File: src/rtl/c3lib_cfg_bus_loader.sv
// Serially loads a WIDTH-bit configuration word (LSB first) and commits it to cfg_out in one step.
// A load takes WIDTH+1 cycles after start; start while busy is dropped, and there is no backpressure.
module c3lib_cfg_bus_loader #(
  parameter int               WIDTH       = 4,
  parameter logic [WIDTH-1:0] RESET_VALUE = WIDTH'(4'b0011)
) (
  input  logic             clk,
  input  logic             rst_n,
  input  logic             cfg_start,
  input  logic             cfg_sdata,
  input  logic             cfg_abort,
  input  logic             cfg_restore,
  output logic [WIDTH-1:0] cfg_out,
  output logic             cfg_loaded,
  output logic             cfg_busy,
  output logic             cfg_done,
  output logic             cfg_err
);

  localparam int             CW   = $clog2(WIDTH + 1);
  localparam logic [CW-1:0]  LAST = CW'(WIDTH - 1);

  typedef enum logic [1:0] {
    IDLE  = 2'd0,
    SHIFT = 2'd1,
    APPLY = 2'd2
  } state_t;

  state_t           state, state_nxt;
  logic [CW-1:0]    cnt, cnt_nxt;
  logic [WIDTH-1:0] shadow, shadow_nxt;
  logic [WIDTH-1:0] out_nxt;
  logic             loaded_nxt;
  logic             busy_nxt;
  logic             done_nxt;
  logic             err_nxt;

  always_ff @(posedge clk or negedge rst_n) begin
    if (!rst_n) begin
      state      <= IDLE;
      cnt        <= '0;
      shadow     <= RESET_VALUE;
      cfg_out    <= RESET_VALUE;
      cfg_loaded <= 1'b0;
      cfg_busy   <= 1'b0;
      cfg_done   <= 1'b0;
      cfg_err    <= 1'b0;
    end else begin
      state      <= state_nxt;
      cnt        <= cnt_nxt;
      shadow     <= shadow_nxt;
      cfg_out    <= out_nxt;
      cfg_loaded <= loaded_nxt;
      cfg_busy   <= busy_nxt;
      cfg_done   <= done_nxt;
      cfg_err    <= err_nxt;
    end
  end

  always_comb begin
    state_nxt  = state;
    cnt_nxt    = cnt;
    shadow_nxt = shadow;
    out_nxt    = cfg_out;
    loaded_nxt = cfg_loaded;
    done_nxt   = 1'b0;
    err_nxt    = 1'b0;

    case (state)
      IDLE: begin
        // Restore outranks start when both arrive together.
        if (cfg_restore) begin
          out_nxt    = RESET_VALUE;
          loaded_nxt = 1'b0;
        end else if (cfg_start) begin
          state_nxt = SHIFT;
          cnt_nxt   = '0;
        end
      end

      SHIFT: begin
        if (cfg_abort) begin
          state_nxt  = IDLE;
          shadow_nxt = RESET_VALUE;
          err_nxt    = 1'b1;
        end else begin
          // Shift in from the top so the first bit lands in bit 0 after WIDTH samples.
          shadow_nxt            = shadow >> 1;
          shadow_nxt[WIDTH-1]   = cfg_sdata;
          cnt_nxt               = cnt + 1'b1;
          if (cnt == LAST) begin
            state_nxt = APPLY;
          end
        end
      end

      APPLY: begin
        out_nxt    = shadow;
        loaded_nxt = 1'b1;
        done_nxt   = 1'b1;
        state_nxt  = IDLE;
      end

      default: begin
        state_nxt = IDLE;
      end
    endcase

    busy_nxt = (state_nxt != IDLE);
  end

  done_err_exclusive: assert property (@(posedge clk) disable iff (!rst_n)
    !(cfg_done && cfg_err));

  cnt_bounded: assert property (@(posedge clk) disable iff (!rst_n)
    cnt <= CW'(WIDTH));

endmodule

File: config.mk
export PLATFORM = sky130hd
export DESIGN_NAME = c3lib_cfg_bus_loader
export DESIGN_NICKNAME = d
export VERILOG_FILES = /design/src/rtl/c3lib_cfg_bus_loader.sv
export SDC_FILE = /design/constraint.sdc
export NUM_CORES = 1
export LEC_CHECK = 0
export ABC_CLOCK_PERIOD_IN_PS = 1400
export CORE_UTILIZATION = 25
export DETAILED_ROUTE_END_ITERATION = 6
export PLACE_DENSITY = 0.48
export SLEW_MARGIN = 15
export SYNTH_ARGS = -nofsm -noshare
export SYNTH_HDL_FRONTEND = slang
export SYNTH_SLANG_ARGS = --single-unit
File: constraint.sdc
create_clock -name clk -period 1.4 [get_ports clk]
set_clock_uncertainty 0.1 [all_clocks]
set_input_delay 0.42 -clock clk [delete_from_list [all_inputs] [get_ports clk]]
set_output_delay 0.42 -clock clk [all_outputs]
set_load 0.02 [all_outputs]
# ---- Yosys cells after proc, flatten, opt, wreduce, memory -nomap -nowiden
# Index checks and enable logic that the tools add are counted.
dict set report word_totals {
  regBits 17
  input_bits 6
  output_inout_bits 8
  elab_cells 39
}
dict set report classes {
  add_sub_neg 1
  eq_ne 7
  mux 17
  n_reduce_logical 6
}
# cell count
set op_table {}
lappend op_table {{$mux 3} 3}
lappend op_table {{$mux 2} 4}
lappend op_table {{$mux 4} 2}
lappend op_table {{$ne 2x2->1 const B} 4}
lappend op_table {{$pmux 4 s2} 1}
lappend op_table {{$pmux 3 s2} 1}
lappend op_table {{$reduce_bool 2->1} 3}
lappend op_table {{$mux 1} 4}
lappend op_table {{$pmux 2 s2} 1}
lappend op_table {{$reduce_and 4->1} 1}
lappend op_table {{$add 3x1->3 const B} 1}
lappend op_table {{$eq 3x2->1 const B} 1}
lappend op_table {{$eq 2x1->1 const B} 1}
lappend op_table {{$eq 2x2->1 const B} 1}
lappend op_table {{$logic_not 2->1} 1}
lappend op_table {{$pmux 1 s2} 1}
lappend op_table {{$reduce_and 2->1} 1}

# ---- Longest topological paths before layout
dict set report depth {
  depth_word 5
  depth_mapped 4
  ltp_nobuf 4
}

# ---- Worst setup path after synthesis
# No wires, ideal clock.
dict set report synth_path {
  path_type {reg2reg}
  from {register state[0]}
  to {register cnt[2]}
  setup_ps 134
  arrival_time_ps 1086
  t_required_ps 1166
  setup_slack_ps 80
  stages_incl_launch_ff 4
  path_buffers 0
  period_less_slack_ps 1320
  path_cell_list {dfrtp_1 -> or3b_4 -> a21oi_4 -> o32ai_1}
}
dict set report synth_via {
  elab_chain_len 3
  elab_cells_between_ends 8
  cone_classes {4 x eq/ne; 1 x mux; 3 x reduce/logical}
}
# item line_no
set synth_rtl {}
lappend synth_rtl {{from (decl)} 29} ;# state_t state, state_nxt;
lappend synth_rtl {{from (signal assigned)} 49} ;# state <= state_nxt;
lappend synth_rtl {{$eq 2x1->1 / $logic_not 2->1 (equally long branches)} 69} ;# case (state)
lappend synth_rtl {{$ne 2x2->1 (no source line) / $reduce_bool 2->1 (equally long branches)} --}
lappend synth_rtl {{$reduce_and 4->1 (no source line)} --}
lappend synth_rtl {{to (signal assigned)} 50} ;# cnt <= cnt_nxt;
lappend synth_rtl {{to (decl)} 30} ;# logic [CW-1:0] cnt, cnt_nxt;
# Several ways; a longest one is shown, not always the timed one.
# A chain may end at the register's enable or synchronous reset.

# ---- Final worst setup path
dict set report layout_path {
  from {register cfg_out[1]}
  to {output port cfg_out[1]}
}
# item line_no
set layout_lines {}
lappend layout_lines {{from (decl)} 13} ;# output logic [WIDTH-1:0] cfg_out,
lappend layout_lines {{from (signal assigned)} 52} ;# cfg_out <= out_nxt;
# No word-level cell between the ends.

==> impl_metrics.csv <==
group,metric,value,unit
worst_setup_path,crit_path_start_kind,"flop",
floorplan,die_ar,0.00300,mm²
placed_design,placement.io_buffers,13,
worst_setup_path,worstPathRequired,0.88,ns
worst_setup_path,criticalPathCategory,"reg2out",
routing,detail_route.wirelength,1260,µm
worst_setup_path,critical_path_arrival,0.95,ns
timing,fin_crit,1.47,ns
layout,finalNetCount,95,
layout,diodes,0,
timing,final_worst_path_cycle_share,105,%
global_routing,maximum_number_of_pins_on_one_net_before_global_route_repair,18,
timing,achievable_clock_frequency,682,MHz
global_routing,global_route_wire_length_before_repair,2130,µm
run,max_cap_violations,0,
min_path,hold_path_class,"in2async",
yosys,post_synth_and_or_nand_nor_area_fraction,16.4,%
routing,drt.antenna.violating_nets,0,
yosys,yosys-mux-area-fraction,0,%
timing,final-setup-viol-count,2,
yosys,synth_compound_gate_area_share,14.7,%
yosys,synth_seq_cells,17,
clock_tree,clock_insertion_delay_worst_skew,0.29,ns
routing,drtPass1Iterations,2,
global_routing,grt_antenna_before_repair,0,
floorplan,die-height,54.8,µm
yosys,syn_nets,69,
floorplan,core_region_area,0.00254,mm²
floorplan,standard_cell_rows,18,
clock_tree,cts_htree_levels,1,
timing,final-max-slew-violation-count,0,
floorplan,starting_density_of_the_core,27.3,%
timing,slew_headroom,80.5,%
run_status,outcome,"finished with violations",
yosys,yosysWarningCount,0,
routing,drt_first_iter_violations,3,
clock_tree,cts_tree,"done",
worst_setup_path,cpLargestDelayFamily,"flip-flops",
pwr,ir_worst_vdd,0.600,mV
routing,routedWlPerCell,10.8,µm
worst_setup_path,end_kind,"output pin",
timing,setup_ws,-0.0667,ns
yosys,synthesis.instances,61,
layout,final_cell_area,955,µm²
clock_tree,cts_post_setup_buffers_inserted,0,
timing,tightestPinTransition,0.292,ns
routing,viasPerCell,4.22,
layout,syn_to_final_growth,37.2,%
yosys,synth_fa_ha_area_share,3.60,%
global_routing,globalRouteOverflowTotal,0,
yosys,netlist-cell-type-count,22,
pwr,leak,0.465,nW
placed_design,routabilityCongestion,0.690,
pwr,report.power.total,0.00131,W
worst_setup_path,timing.critical_path.buf_inv,1,
clock_tree,clock_tree.buffer_depth,2,
clock_tree,clk_pin_slew_worst_paths,0.10,ns
global_routing,grtUsageTotal,10.8,%
yosys,syn_area,696,µm²
floorplan,io_pins,14,
yosys,synth_seq_area_share,61.9,%
placed_design,cell_area_reported_after_detailed_placement,938,µm²
worst_setup_path,cp_slowest_stage_delay,0.55,ns
worst_setup_path,crit_path_cells,"buf_6",
yosys,synth_xor_xnor_area_share,0,%
global_routing,via_count_of_the_first_global_routing_pass,460,
floorplan,die_width,54.8,µm
timing,rsz0062_at_grt,"true",
worst_setup_path,reg2reg_slack,0.08,ns
clock_tree,root_buffer,"sky130_fd_sc_hd__clkbuf_4",
worst_setup_path,critical_path.max_fanout,2,
run_status,violated_checks,"setup timing",
yosys,dominant_combinational_cell_family_by_area_after_synthesis,"simple AND/OR/NAND/NOR gates",
routing,vias,489,
routing,post-route-drc-count,0,
timing,hold_viol,0,
pwr,power.density,1370,mW/mm²
layout,post_route_cells_drive_above_1_share,34.9,%
clock_tree,cts_buffers,3,
yosys,avgSynthCellArea,11.4,µm²
placed_design,place_hpwl,915,µm
worst_setup_path,critical_path.slowest_cell,"sky130_fd_sc_hd__dfstp_2",
clock_tree,clkSinkCount,17,
layout,final_core_util,37.5,%
sequential cells by signal, indices dropped and copies added, names as in the netlist:
signal      flops
cfg_err         1
cfg_busy        1
cfg_out         4
cnt             3
state           2
cfg_done        1
cfg_loaded      1
shadow          4
per-layer routing:
metal  share of wire, %  track usage (%)  vias to the layer above
li1                   -                -                      253
met1                 49             13.7                      222
met4                1.2             3.85                        0
met2                 43             15.3                       12
met3                6.2             5.83                        2
met5                  0                0                        -
synth_stat cells:
cell	count	area, µm²
sky130_fd_sc_hd__nand2b_1	2	12.5
sky130_fd_sc_hd__nand2b_2	1	8.76
sky130_fd_sc_hd__dfstp_2	4	105
sky130_fd_sc_hd__o21ai_1	5	25.0
sky130_fd_sc_hd__and2_1	1	6.26
sky130_fd_sc_hd__nor2_1	7	26.3
sky130_fd_sc_hd__a22o_1	2	17.5
sky130_fd_sc_hd__o21ai_0	1	5.00
sky130_fd_sc_hd__buf_2	1	5.00
sky130_fd_sc_hd__inv_2	1	3.75
sky130_fd_sc_hd__a21oi_1	1	5.00
sky130_fd_sc_hd__o22a_1	2	17.5
sky130_fd_sc_hd__a21oi_4	1	16.3
sky130_fd_sc_hd__nand2_1	8	30.0
sky130_fd_sc_hd__nor3b_2	1	12.5
sky130_fd_sc_hd__ha_1	2	25.0
sky130_fd_sc_hd__inv_1	4	15.0
sky130_fd_sc_hd__o32ai_1	1	8.76
sky130_fd_sc_hd__o21a_1	1	7.51
sky130_fd_sc_hd__or2_1	1	6.26
sky130_fd_sc_hd__dfrtp_1	13	325
sky130_fd_sc_hd__or3b_4	1	11.3
cells by family after synthesis:
group | after synthesis
AOI/OAI and AO/OA | 14
and+or+nand+nor | 22
buffers and inverters | 6
DFF | 17
adders and majority gates | 2
layout make-up:
cell class | count | area (µm²)
Inverter | 5 | 18.8
Tap cell | 30 | 37.5
Fill cell | 261 | 1590
Sequential cell | 17 | 430
Multi-Input combinational cell | 38 | 249
Clock buffer | 4 | 26.3
Timing Repair Buffer | 22 | 193
power breakdown:
part | switching, W | total [W] | leakage, nW | internal (W)
clock network | 0.000152 | 0.000262 | 0.0150 | 0.000111
logic | 0.000185 | 0.000355 | 0.234 | 0.000170
registers | 0.0000699 | 0.000696 | 0.216 | 0.000626
total | 0.000406 | 0.00131 | 0.465 | 0.000906
timing repair:
item                       4_1_cts  5_1_grt
resized for setup               39        4
pin swaps                        3        0
cloned                           0        0
hold buffers                     0        0
setup endpoints to repair       12        4
stage by stage:
step / cells / hold WS (ns) / worst slack [ns] / TNS [ns]
5_1_grt: 116 / 0.354 / -0.109 / -0.215
4_1_cts: 116 / 0.348 / -0.0789 / -0.158
6_report: 116 / 0.352 / -0.0667 / -0.132
3_3_place_gp: 112 / 0.359 / -0.369 / -3.45
3_5_place_dp: 112 / 0.362 / -0.393 / -3.58
2_1_floorplan: 61 / 0.0244 / 0.0802 / 0
final timing paths:
check | startpoint | endpoint | cells after the start
setup / recovery | cfg_out[1] | cfg_out[1] | 1
hold / removal | rst_n | cnt[1] | 2
setup reg to reg | cnt[0] | cnt[2] | 3
hold reg to reg | shadow[0] | shadow[0] | 2
max in group asynchronous | rst_n | shadow[1] | 2
min in group clk | shadow[0] | shadow[0] | 2
cell usage in the layout, fill, tap and decap left out:
cell type,synthesis,final
sky130_fd_sc_hd__a21oi_1,1,1
sky130_fd_sc_hd__a21oi_4,1,1
sky130_fd_sc_hd__a22o_1,2,2
sky130_fd_sc_hd__and2_1,1,1
sky130_fd_sc_hd__buf_12,0,1
sky130_fd_sc_hd__buf_2,1,4
sky130_fd_sc_hd__buf_4,0,8
sky130_fd_sc_hd__buf_6,0,4
sky130_fd_sc_hd__clkbuf_1,0,1
sky130_fd_sc_hd__clkbuf_4,0,3
sky130_fd_sc_hd__clkdlybuf4s50_1,0,3
sky130_fd_sc_hd__dfrtp_1,13,13
sky130_fd_sc_hd__dfstp_2,4,4
sky130_fd_sc_hd__dlygate4sd2_1,0,2
sky130_fd_sc_hd__ha_1,2,2
sky130_fd_sc_hd__inv_1,4,4
sky130_fd_sc_hd__inv_2,1,1
sky130_fd_sc_hd__nand2_1,8,8
sky130_fd_sc_hd__nand2b_1,2,2
sky130_fd_sc_hd__nand2b_2,1,1
sky130_fd_sc_hd__nor2_1,7,7
sky130_fd_sc_hd__nor3b_2,1,1
sky130_fd_sc_hd__o21a_1,1,1
sky130_fd_sc_hd__o21ai_0,1,1
sky130_fd_sc_hd__o21ai_1,5,5
sky130_fd_sc_hd__o22a_1,2,2
sky130_fd_sc_hd__o32ai_2,0,1
sky130_fd_sc_hd__or2_1,1,1
sky130_fd_sc_hd__or3b_4,1,1
No activity file was read; power rests on OpenSTA's default activity.
